===== src/rtl/dmi_req_queue.sv =====
// Core-side DMI request engine: buffers synchronized DMI requests, issues them
// to the debug register port with an ack timeout, and returns a status response.
module dmi_req_queue #(
    parameter int ABITS   = 7,
    parameter int DWIDTH  = 32,
    parameter int DEPTH   = 4,
    parameter int TIMEOUT = 255
) (
    input  logic              core_clk,
    input  logic              core_rst_n,
    input  logic              req_valid,
    output logic              req_ready,
    input  logic              req_wr,
    input  logic [ABITS-1:0]  req_addr,
    input  logic [DWIDTH-1:0] req_data,
    input  logic              dmireset,
    output logic              reg_en,
    output logic              reg_wr_en,
    output logic [ABITS-1:0]  reg_wr_addr,
    output logic [DWIDTH-1:0] reg_wr_data,
    input  logic              reg_ack,
    input  logic [DWIDTH-1:0] rd_data,
    output logic              rsp_valid,
    input  logic              rsp_ready,
    output logic [DWIDTH-1:0] rsp_data,
    output logic [1:0]        rsp_status,
    output logic [1:0]        sticky_err
);
    localparam int PW = $clog2(DEPTH);
    localparam int CW = PW + 1;
    localparam int TW = $clog2(TIMEOUT);

    localparam logic [1:0] ST_OK   = 2'b00;
    localparam logic [1:0] ST_FAIL = 2'b10;
    localparam logic [1:0] ST_BUSY = 2'b11;

    typedef enum logic [1:0] {S_IDLE, S_ISSUE, S_WAIT, S_RESP} state_e;

    typedef struct packed {
        logic              wr;
        logic [ABITS-1:0]  addr;
        logic [DWIDTH-1:0] data;
    } entry_t;

    entry_t            fifo_q [DEPTH];
    logic [PW-1:0]     wptr_q, wptr_d, rptr_q, rptr_d;
    logic [CW-1:0]     count_q, count_d;
    state_e            state_q, state_d;
    logic [TW-1:0]     timer_q, timer_d;
    logic              iss_wr_q, iss_wr_d;
    logic [1:0]        sticky_q, sticky_d;
    logic              reg_en_q, reg_en_d;
    logic              reg_wr_en_q, reg_wr_en_d;
    logic [ABITS-1:0]  reg_wr_addr_q, reg_wr_addr_d;
    logic [DWIDTH-1:0] reg_wr_data_q, reg_wr_data_d;
    logic              rsp_valid_q, rsp_valid_d;
    logic [DWIDTH-1:0] rsp_data_q, rsp_data_d;
    logic [1:0]        rsp_status_q, rsp_status_d;

    logic   full, empty, push, pop, overflow, timeout_hit;
    entry_t head;

    always_comb begin
        full        = (count_q == CW'(DEPTH));
        empty       = (count_q == '0);
        push        = req_valid && !full;
        overflow    = req_valid && full;
        pop         = (state_q == S_IDLE) && !empty;
        head        = fifo_q[rptr_q];
        timeout_hit = (state_q == S_WAIT) && !reg_ack && (timer_q == TW'(TIMEOUT - 1));
    end

    assign req_ready = !full;

    always_comb begin
        wptr_d  = wptr_q + PW'(push);
        rptr_d  = rptr_q + PW'(pop);
        count_d = count_q + CW'(push) - CW'(pop);
    end

    // dmireset wins over any error raised in the same cycle
    always_comb begin
        sticky_d = sticky_q;
        if (dmireset) begin
            sticky_d = ST_OK;
        end else if (sticky_q == ST_OK) begin
            if (timeout_hit)   sticky_d = ST_FAIL;
            else if (overflow) sticky_d = ST_BUSY;
        end
    end

    always_comb begin
        state_d       = state_q;
        timer_d       = timer_q;
        iss_wr_d      = iss_wr_q;
        reg_en_d      = 1'b0;
        reg_wr_en_d   = 1'b0;
        reg_wr_addr_d = reg_wr_addr_q;
        reg_wr_data_d = reg_wr_data_q;
        rsp_valid_d   = rsp_valid_q;
        rsp_data_d    = rsp_data_q;
        rsp_status_d  = rsp_status_q;
        case (state_q)
            S_IDLE: begin
                if (!empty) begin
                    state_d  = S_ISSUE;
                    iss_wr_d = head.wr;
                    // strobe is registered, so decide now using the sticky value ISSUE will see
                    if (sticky_d == ST_OK) begin
                        reg_en_d      = 1'b1;
                        reg_wr_en_d   = head.wr;
                        reg_wr_addr_d = head.addr;
                        reg_wr_data_d = head.data;
                    end
                end
            end
            S_ISSUE: begin
                if (sticky_q != ST_OK) begin
                    state_d      = S_RESP;
                    rsp_valid_d  = 1'b1;
                    rsp_status_d = sticky_q;
                    rsp_data_d   = '0;
                end else begin
                    state_d = S_WAIT;
                    timer_d = '0;
                end
            end
            S_WAIT: begin
                if (reg_ack) begin
                    state_d      = S_RESP;
                    rsp_valid_d  = 1'b1;
                    rsp_status_d = ST_OK;
                    rsp_data_d   = iss_wr_q ? '0 : rd_data;
                end else if (timer_q == TW'(TIMEOUT - 1)) begin
                    state_d      = S_RESP;
                    rsp_valid_d  = 1'b1;
                    rsp_status_d = ST_FAIL;
                    rsp_data_d   = '0;
                end else begin
                    timer_d = timer_q + 1'b1;
                end
            end
            S_RESP: begin
                if (rsp_ready) begin
                    state_d     = S_IDLE;
                    rsp_valid_d = 1'b0;
                end
            end
            default: state_d = S_IDLE;
        endcase
    end

    always_ff @(posedge core_clk) begin
        if (push) fifo_q[wptr_q] <= '{wr: req_wr, addr: req_addr, data: req_data};
    end

    always_ff @(posedge core_clk or negedge core_rst_n) begin
        if (!core_rst_n) begin
            wptr_q        <= '0;
            rptr_q        <= '0;
            count_q       <= '0;
            state_q       <= S_IDLE;
            timer_q       <= '0;
            iss_wr_q      <= 1'b0;
            sticky_q      <= ST_OK;
            reg_en_q      <= 1'b0;
            reg_wr_en_q   <= 1'b0;
            reg_wr_addr_q <= '0;
            reg_wr_data_q <= '0;
            rsp_valid_q   <= 1'b0;
            rsp_data_q    <= '0;
            rsp_status_q  <= ST_OK;
        end else begin
            wptr_q        <= wptr_d;
            rptr_q        <= rptr_d;
            count_q       <= count_d;
            state_q       <= state_d;
            timer_q       <= timer_d;
            iss_wr_q      <= iss_wr_d;
            sticky_q      <= sticky_d;
            reg_en_q      <= reg_en_d;
            reg_wr_en_q   <= reg_wr_en_d;
            reg_wr_addr_q <= reg_wr_addr_d;
            reg_wr_data_q <= reg_wr_data_d;
            rsp_valid_q   <= rsp_valid_d;
            rsp_data_q    <= rsp_data_d;
            rsp_status_q  <= rsp_status_d;
        end
    end

    assign reg_en      = reg_en_q;
    assign reg_wr_en   = reg_wr_en_q;
    assign reg_wr_addr = reg_wr_addr_q;
    assign reg_wr_data = reg_wr_data_q;
    assign rsp_valid   = rsp_valid_q;
    assign rsp_data    = rsp_data_q;
    assign rsp_status  = rsp_status_q;
    assign sticky_err  = sticky_q;
endmodule


===== config.mk =====
export PLATFORM = sky130hd
export DESIGN_NAME = dmi_req_queue
export DESIGN_NICKNAME = d
export VERILOG_FILES = /design/src/rtl/dmi_req_queue.sv
export SDC_FILE = /design/constraint.sdc
export NUM_CORES = 1
export LEC_CHECK = 0
export ABC_CLOCK_PERIOD_IN_PS = 5880
export CAP_MARGIN = 20
export CORE_ASPECT_RATIO = 1.25
export CORE_MARGIN = 5
export CORE_UTILIZATION = 35
export DETAILED_ROUTE_END_ITERATION = 10
export SLEW_MARGIN = 20
export SYNTH_ARGS = -nofsm -noshare
export SYNTH_HDL_FRONTEND = slang
export SYNTH_SLANG_ARGS = --single-unit

===== constraint.sdc =====
create_clock -name core_clk -period 5.88 [get_ports core_clk]
set_input_delay 1.176 -clock core_clk [delete_from_list [all_inputs] [get_ports core_clk]]
set_output_delay 1.176 -clock core_clk [all_outputs]
set_load 0.02 [all_outputs]

After elaboration in Yosys (flattened, before gate mapping)
Memory sizes are Yosys's and may differ from the RTL's.
Index checks and enable logic that the tools add are counted.
Word-level totals
  ROM bits: 0
  memories kept: 1
  input port bits: 78
  bits in latches: 0
  output and inout bits: 79
  logic and storage cells: 90
  bits in registers: 96
  memory bits (writable): 160
Operators by class
  div/mod/pow operators: 0
  $lt $le $gt $ge: 0
  multiplexer cells: 36
  reduce and logical (&&, ||, !) cells: 21
  add/subtract/negate cells: 5
  multiply operators: 0
  shift-type cells: 0
  eq/ne operators: 12
  bitwise operators: 1
Memory list
  fifo_q: depth 4, bits a word 40, rd ports 1, clocked after memory_dff 0, write ports 1, RTL line 45  | entry_t fifo_q [DEPTH];
Operator list (count)
  $mux W32: 4
  $pmux W32 S2: 1
  $mux W8: 3
  $mux W2: 11
  $pmux W8 S2: 1
  $mux W1: 13
  $ne A2 B2 Y1 const B: 6
  $reduce_and A3 Y1: 3
  $add A8 B1 Y8 const B: 1
  $eq A8 B8 Y1 const B: 1
  $pmux W2 S4: 1
  $reduce_and A4 Y1: 2
  $logic_not A2 Y1: 3
  $logic_and A1 B1 Y1: 5
  $add A2 B1 Y2: 2
  $eq A2 B2 Y1 const B: 2
  $pmux W2 S2: 1
  $reduce_bool A2 Y1: 2
  $add A3 B1 Y3: 1
  $eq A3 B3 Y1 const B: 1
  $logic_not A1 Y1: 3
  $logic_not A3 Y1: 1
  $ne A3 B2 Y1 const B: 1
  $pmux W1 S3: 1
  5 further kinds: 5

Logic depth before layout (Yosys ltp)
  word-level depth: 10
  mapped depth: 9
  gate-level depth less buffers: 9

Worst setup path after synthesis
Ideal clock, no wire load.
  kind: input to register
  start: input port req_valid
  end: memory fifo_q[1][0] (netlist bit), enable pin
  data required time: 5.385 ns
  data arrival time: 4.278 ns
  path slack: 1.106 ns
  stages: 2
  library setup time: 0.495 ns
  path through: nand2_1 -> nor3b_1
Between the ends
  cells in the longest elaborated chain, start to end: 3
Ends and longest elaborated chain
  start, declared: RTL line 11  | input logic req_valid,
  $logic_and A1 B1 Y1: RTL line 66  | push = req_valid && !full;
  $mux W1: RTL line 154  | if (push) fifo_q[wptr_q] <= '{wr: req_wr, addr: req_addr, data: req_data};
  $mux W1 (not written as such): RTL line 154
  end, declared: RTL line 45
Every way passes these cells.

Worst setup path in the final report
  start: input port reg_ack
  end: register reg_wr_data_q[2] (netlist: reg_wr_data[2])
Between the ends
  cells in the longest elaborated chain, start to end: 8
Ends and longest elaborated chain
  start, declared: RTL line 21  | input logic reg_ack,
  $logic_not A1 Y1: RTL line 70  | timeout_hit = (state_q == S_WAIT) && !reg_ack && (timer_q == TW'(TIMEOUT - 1));
  $logic_and A1 B1 Y1 (2 in a row): RTL line 70
  $mux W2: RTL line 87  | if (timeout_hit) sticky_d = ST_FAIL;
  $mux W2: RTL line 86  | end else if (sticky_q == ST_OK) begin
  $mux W2: RTL line 84  | if (dmireset) begin
  $logic_not A2 Y1: RTL line 109  | if (sticky_d == ST_OK) begin
  $reduce_and A3 Y1 (no source line)
  end signal, assigned: RTL line 184  | reg_wr_data_q <= reg_wr_data_d;
  end, declared: RTL line 55  | logic [DWIDTH-1:0] reg_wr_data_q, reg_wr_data_d;
Every way passes these cells.
A chain may end at the register's enable or synchronous reset.

==> flow_summary.toml <==
[outcome]
status = "complete, no violations"

[finish]
final_nets = 831
n_fill_cell = 2475
drive_gt1_frac = 0.186
post-route-util = 0.453
syn_to_final_growth_pct = 27.8
n_antenna_cell = 0

[pwr]
p_clk_frac = 0.236
switchingPower_mw = 2.23
vdd_drop_max_uv = 309
p_int_mw = 4.69
seq_power_share = 0.404
sw_frac_of_total = 0.322
p_per_area_nw_per_um2 = 536
power_frac_comb = 0.359
p_leak_nw = 4.86
finalPower_mw = 6.92

[global_route]
grt_pass1_vias = 6203
grt.total_usage = 0.134
overflow = 0
grt_start_max_net_pins = 58
grt_pass1_wl_um = 34400
antenna_found_initial = 2

[synthesis]
netlist_instances = 571
yosys_warnings = 0
syn_area_per_cell_um2 = 17.7
synth_seq_cells = 256
synth_seq_area_share = 0.714
synth_cell_types = 52
async_reset_ff_frac = 0.375
synth_area_leaders = "edfxtp_1 (48%), dfrtp_1 (24%), mux4_2 (8.9%)"
synth.most_common_cell = "edfxtp_1"
syn-num-nets = 661
synth_ff_type = "edfxtp_1"
synth_common_cells = "edfxtp_1 (160), dfrtp_1 (96), inv_1 (46), mux4_2 (40), nand2_1 (40)"
post-synth-top-area-fraction = 0.476
synth_edf_count = 160
synth_area_leader_cell = "edfxtp_1"
syn_area_um2 = 10100

[floorplanning]
io_pins = 157
initial_core_util = 0.355
rows = 69
die_x_um = 162
core_area_um2 = 28500
die-area_um2 = 32400
fp.dieH_um = 200

[clock_network]
numCtsBuffers = 27
cts_max_level = 1
clk_latency_ps = 530
cts_tree = "built"
clockBufferDepth = 3
clockRootBuffer = "clkbuf_16"
cts_sinks = 256
clk_pin_slew_ps = 60
cts_hold_buf = 0
cts_resized = 0
postCtsSetupBuffers = 0

[timing]
hold_violations = 0
min_period_ps = 3420
fin_crit_sh = 0.582
final-max-slew-violation-count = 0
fin_setup_tns_ps = 0
rsz0062_at_grt = "no"
slew_headroom = 0.391
tightest_slew_ps = 910
max_freq_mhz = 292
fin_ws_ps = 2460
setup_viol = 0
fin_worst_skew_ps = 16.4

[worst_setup_path]
crit_path_top_delay_cell = "o21ai_4"
slowest_delay_ps = 710
critPathRequiredTime_ps = 6290
critPathMaxFanout = 21
critPathKind = "input port to flip-flop"
critPathArrivalTime_ps = 3840
crit_buf_inv = 2
cpLargestDelayFamily = "compound AO/OA/AOI/OAI gates"
cp-end-kind = "flip-flop"
critPathLaunchType = "input port"
path_cells = "clkdlybuf4s50_1, nand2b_1, o311a_4, o21ai_4, buf_4, mux2_2"

[detailed_routing]
drtAntennaViolNets = 0
detail_route.wl_per_cell_um = 19.3
drc_errors = 0
drtIter0Drc = 300
firstDrtPassIters = 4
viasPerCell = 4.89
vias = 5466
routed_wl_um = 21500

[min_path]
hold_class = "flip-flop to flip-flop"

[placed_design]
pre_cts_ws_ps = 1870
gp_congestion = 0.785
dpl.hpwl_um = 13500
io_buffers = 156

[run]
maxCapViolations = 0
cell type report:
| type | instances | area [um2] | share of cell area |
|---|---|---|---|
| clock buffers | 36 | 719 | 0.0557 |
| clock inverters | 14 | 135 | 0.0105 |
| inverters | 46 | 173 | 0.0134 |
| multi-input cells | 246 | 2600 | 0.202 |
| flip-flops and latches | 256 | 7210 | 0.559 |
| well taps | 355 | 444 | 0.0344 |
| repair buffers | 164 | 1620 | 0.125 |
worst paths after layout:
| kind | endpoint | cells after the start | from | slack, ps |
|---|---|---|---|---|
| worst max-delay path | reg_wr_data[2] | 6 | reg_ack | 2460 |
| worst min-delay path | rsp_valid | 1 | rsp_valid | 500 |
| worst max register to register | reg_wr_data[2] | 7 | state_q[0] | 2600 |
| worst min register to register | rsp_valid | 1 | rsp_valid | 500 |
| max in group asynchronous | rptr_q[1] | 2 | core_rst_n | 4010 |
| min in group asynchronous | reg_wr_addr[6] | 1 | core_rst_n | 750 |
logic make-up after synthesis:
logic type / synth area share
XOR/XNOR: 0.00347
AND/OR/NAND/NOR: 0.0404
adder cells (fa/ha/maj): 0.0156
buffers and inverters: 0.0304
flip-flops: 0.714
AO/OA/AOI/OAI: 0.0240
multiplexers: 0.173
worst register-to-register path, delay by kind of cell, from the launching register on:
family          cells  cell delay [ps]
mux                 1              390
compound gates      2             1140
buf+inv             2              580
flops               1              430
fa+ha+maj           1              430
simple gates        1              200
per-stage QoR:
stage,hold slack (ps),cell area [um2],cells
6_report,495,12900,1117
5_1_grt,513,12900,1117
4_1_cts,506,12900,1117
3_5_place_dp,490,12100,1067
3_3_place_gp,484,12000,1067
2_1_floorplan,477,10100,571
metal layers:
layer	share of wire	GRT usage	vias up
met5	0.0012	0	-
met2	0.51	0.240	192
met4	0.017	0.0323	4
met1	0.41	0.161	2750
li1	-	-	2479
met3	0.067	0.0349	41
state kept, by name, summed over array words and instances (netlist names), 3 cells and up:
name         count
reg_wr_data     32
timer_q          8
rsp_data        32
count_q          3
fifo_q         160
reg_wr_addr      7
cells in the final DEF, fill, tap and decap left out, types with 2 or more instances in the layout:
| cell | count |
|---|---|
| edfxtp_1 | 160 |
| clkdlybuf4s50_1 | 155 |
| dfrtp_1 | 94 |
| inv_1 | 46 |
| nand2_1 | 40 |
| mux4_2 | 40 |
| mux2i_1 | 35 |
| mux2_2 | 30 |
| clkbuf_16 | 27 |
| ha_1 | 11 |
| buf_4 | 9 |
| nor2_1 | 8 |
| a21oi_1 | 8 |
| mux2_4 | 8 |
| clkbuf_1 | 8 |
| nand3_1 | 6 |
| o21ai_0 | 6 |
| clkinv_2 | 6 |
| and3_1 | 4 |
| nor2b_1 | 3 |
| xor2_1 | 3 |
| nand2b_1 | 3 |
| mux2_1 | 3 |
| nor3_1 | 2 |
| nor3b_2 | 2 |
| and3_2 | 2 |
| a22o_1 | 2 |
| o31ai_1 | 2 |
| or4_1 | 2 |
| o41ai_1 | 2 |
| clkinvlp_4 | 2 |
| bufinv_16 | 2 |
| clkinv_4 | 2 |
power groups by stage:
| stage | Clock [mW] | Sequential, mW | Combinational [mW] |
|---|---|---|---|
| 4_1_cts | 1.69 | 2.81 | 2.55 |
| 3_3_place_gp | 0 | 2.81 | 2.47 |
| 3_5_place_dp | 0 | 2.83 | 2.54 |
| 6_report | 1.63 | 2.80 | 2.48 |
| 2_1_floorplan | 0 | 3.01 | 1.38 |
| 5_1_grt | 1.77 | 2.86 | 2.68 |
Note: power is estimated with default switching activity, not from simulation.
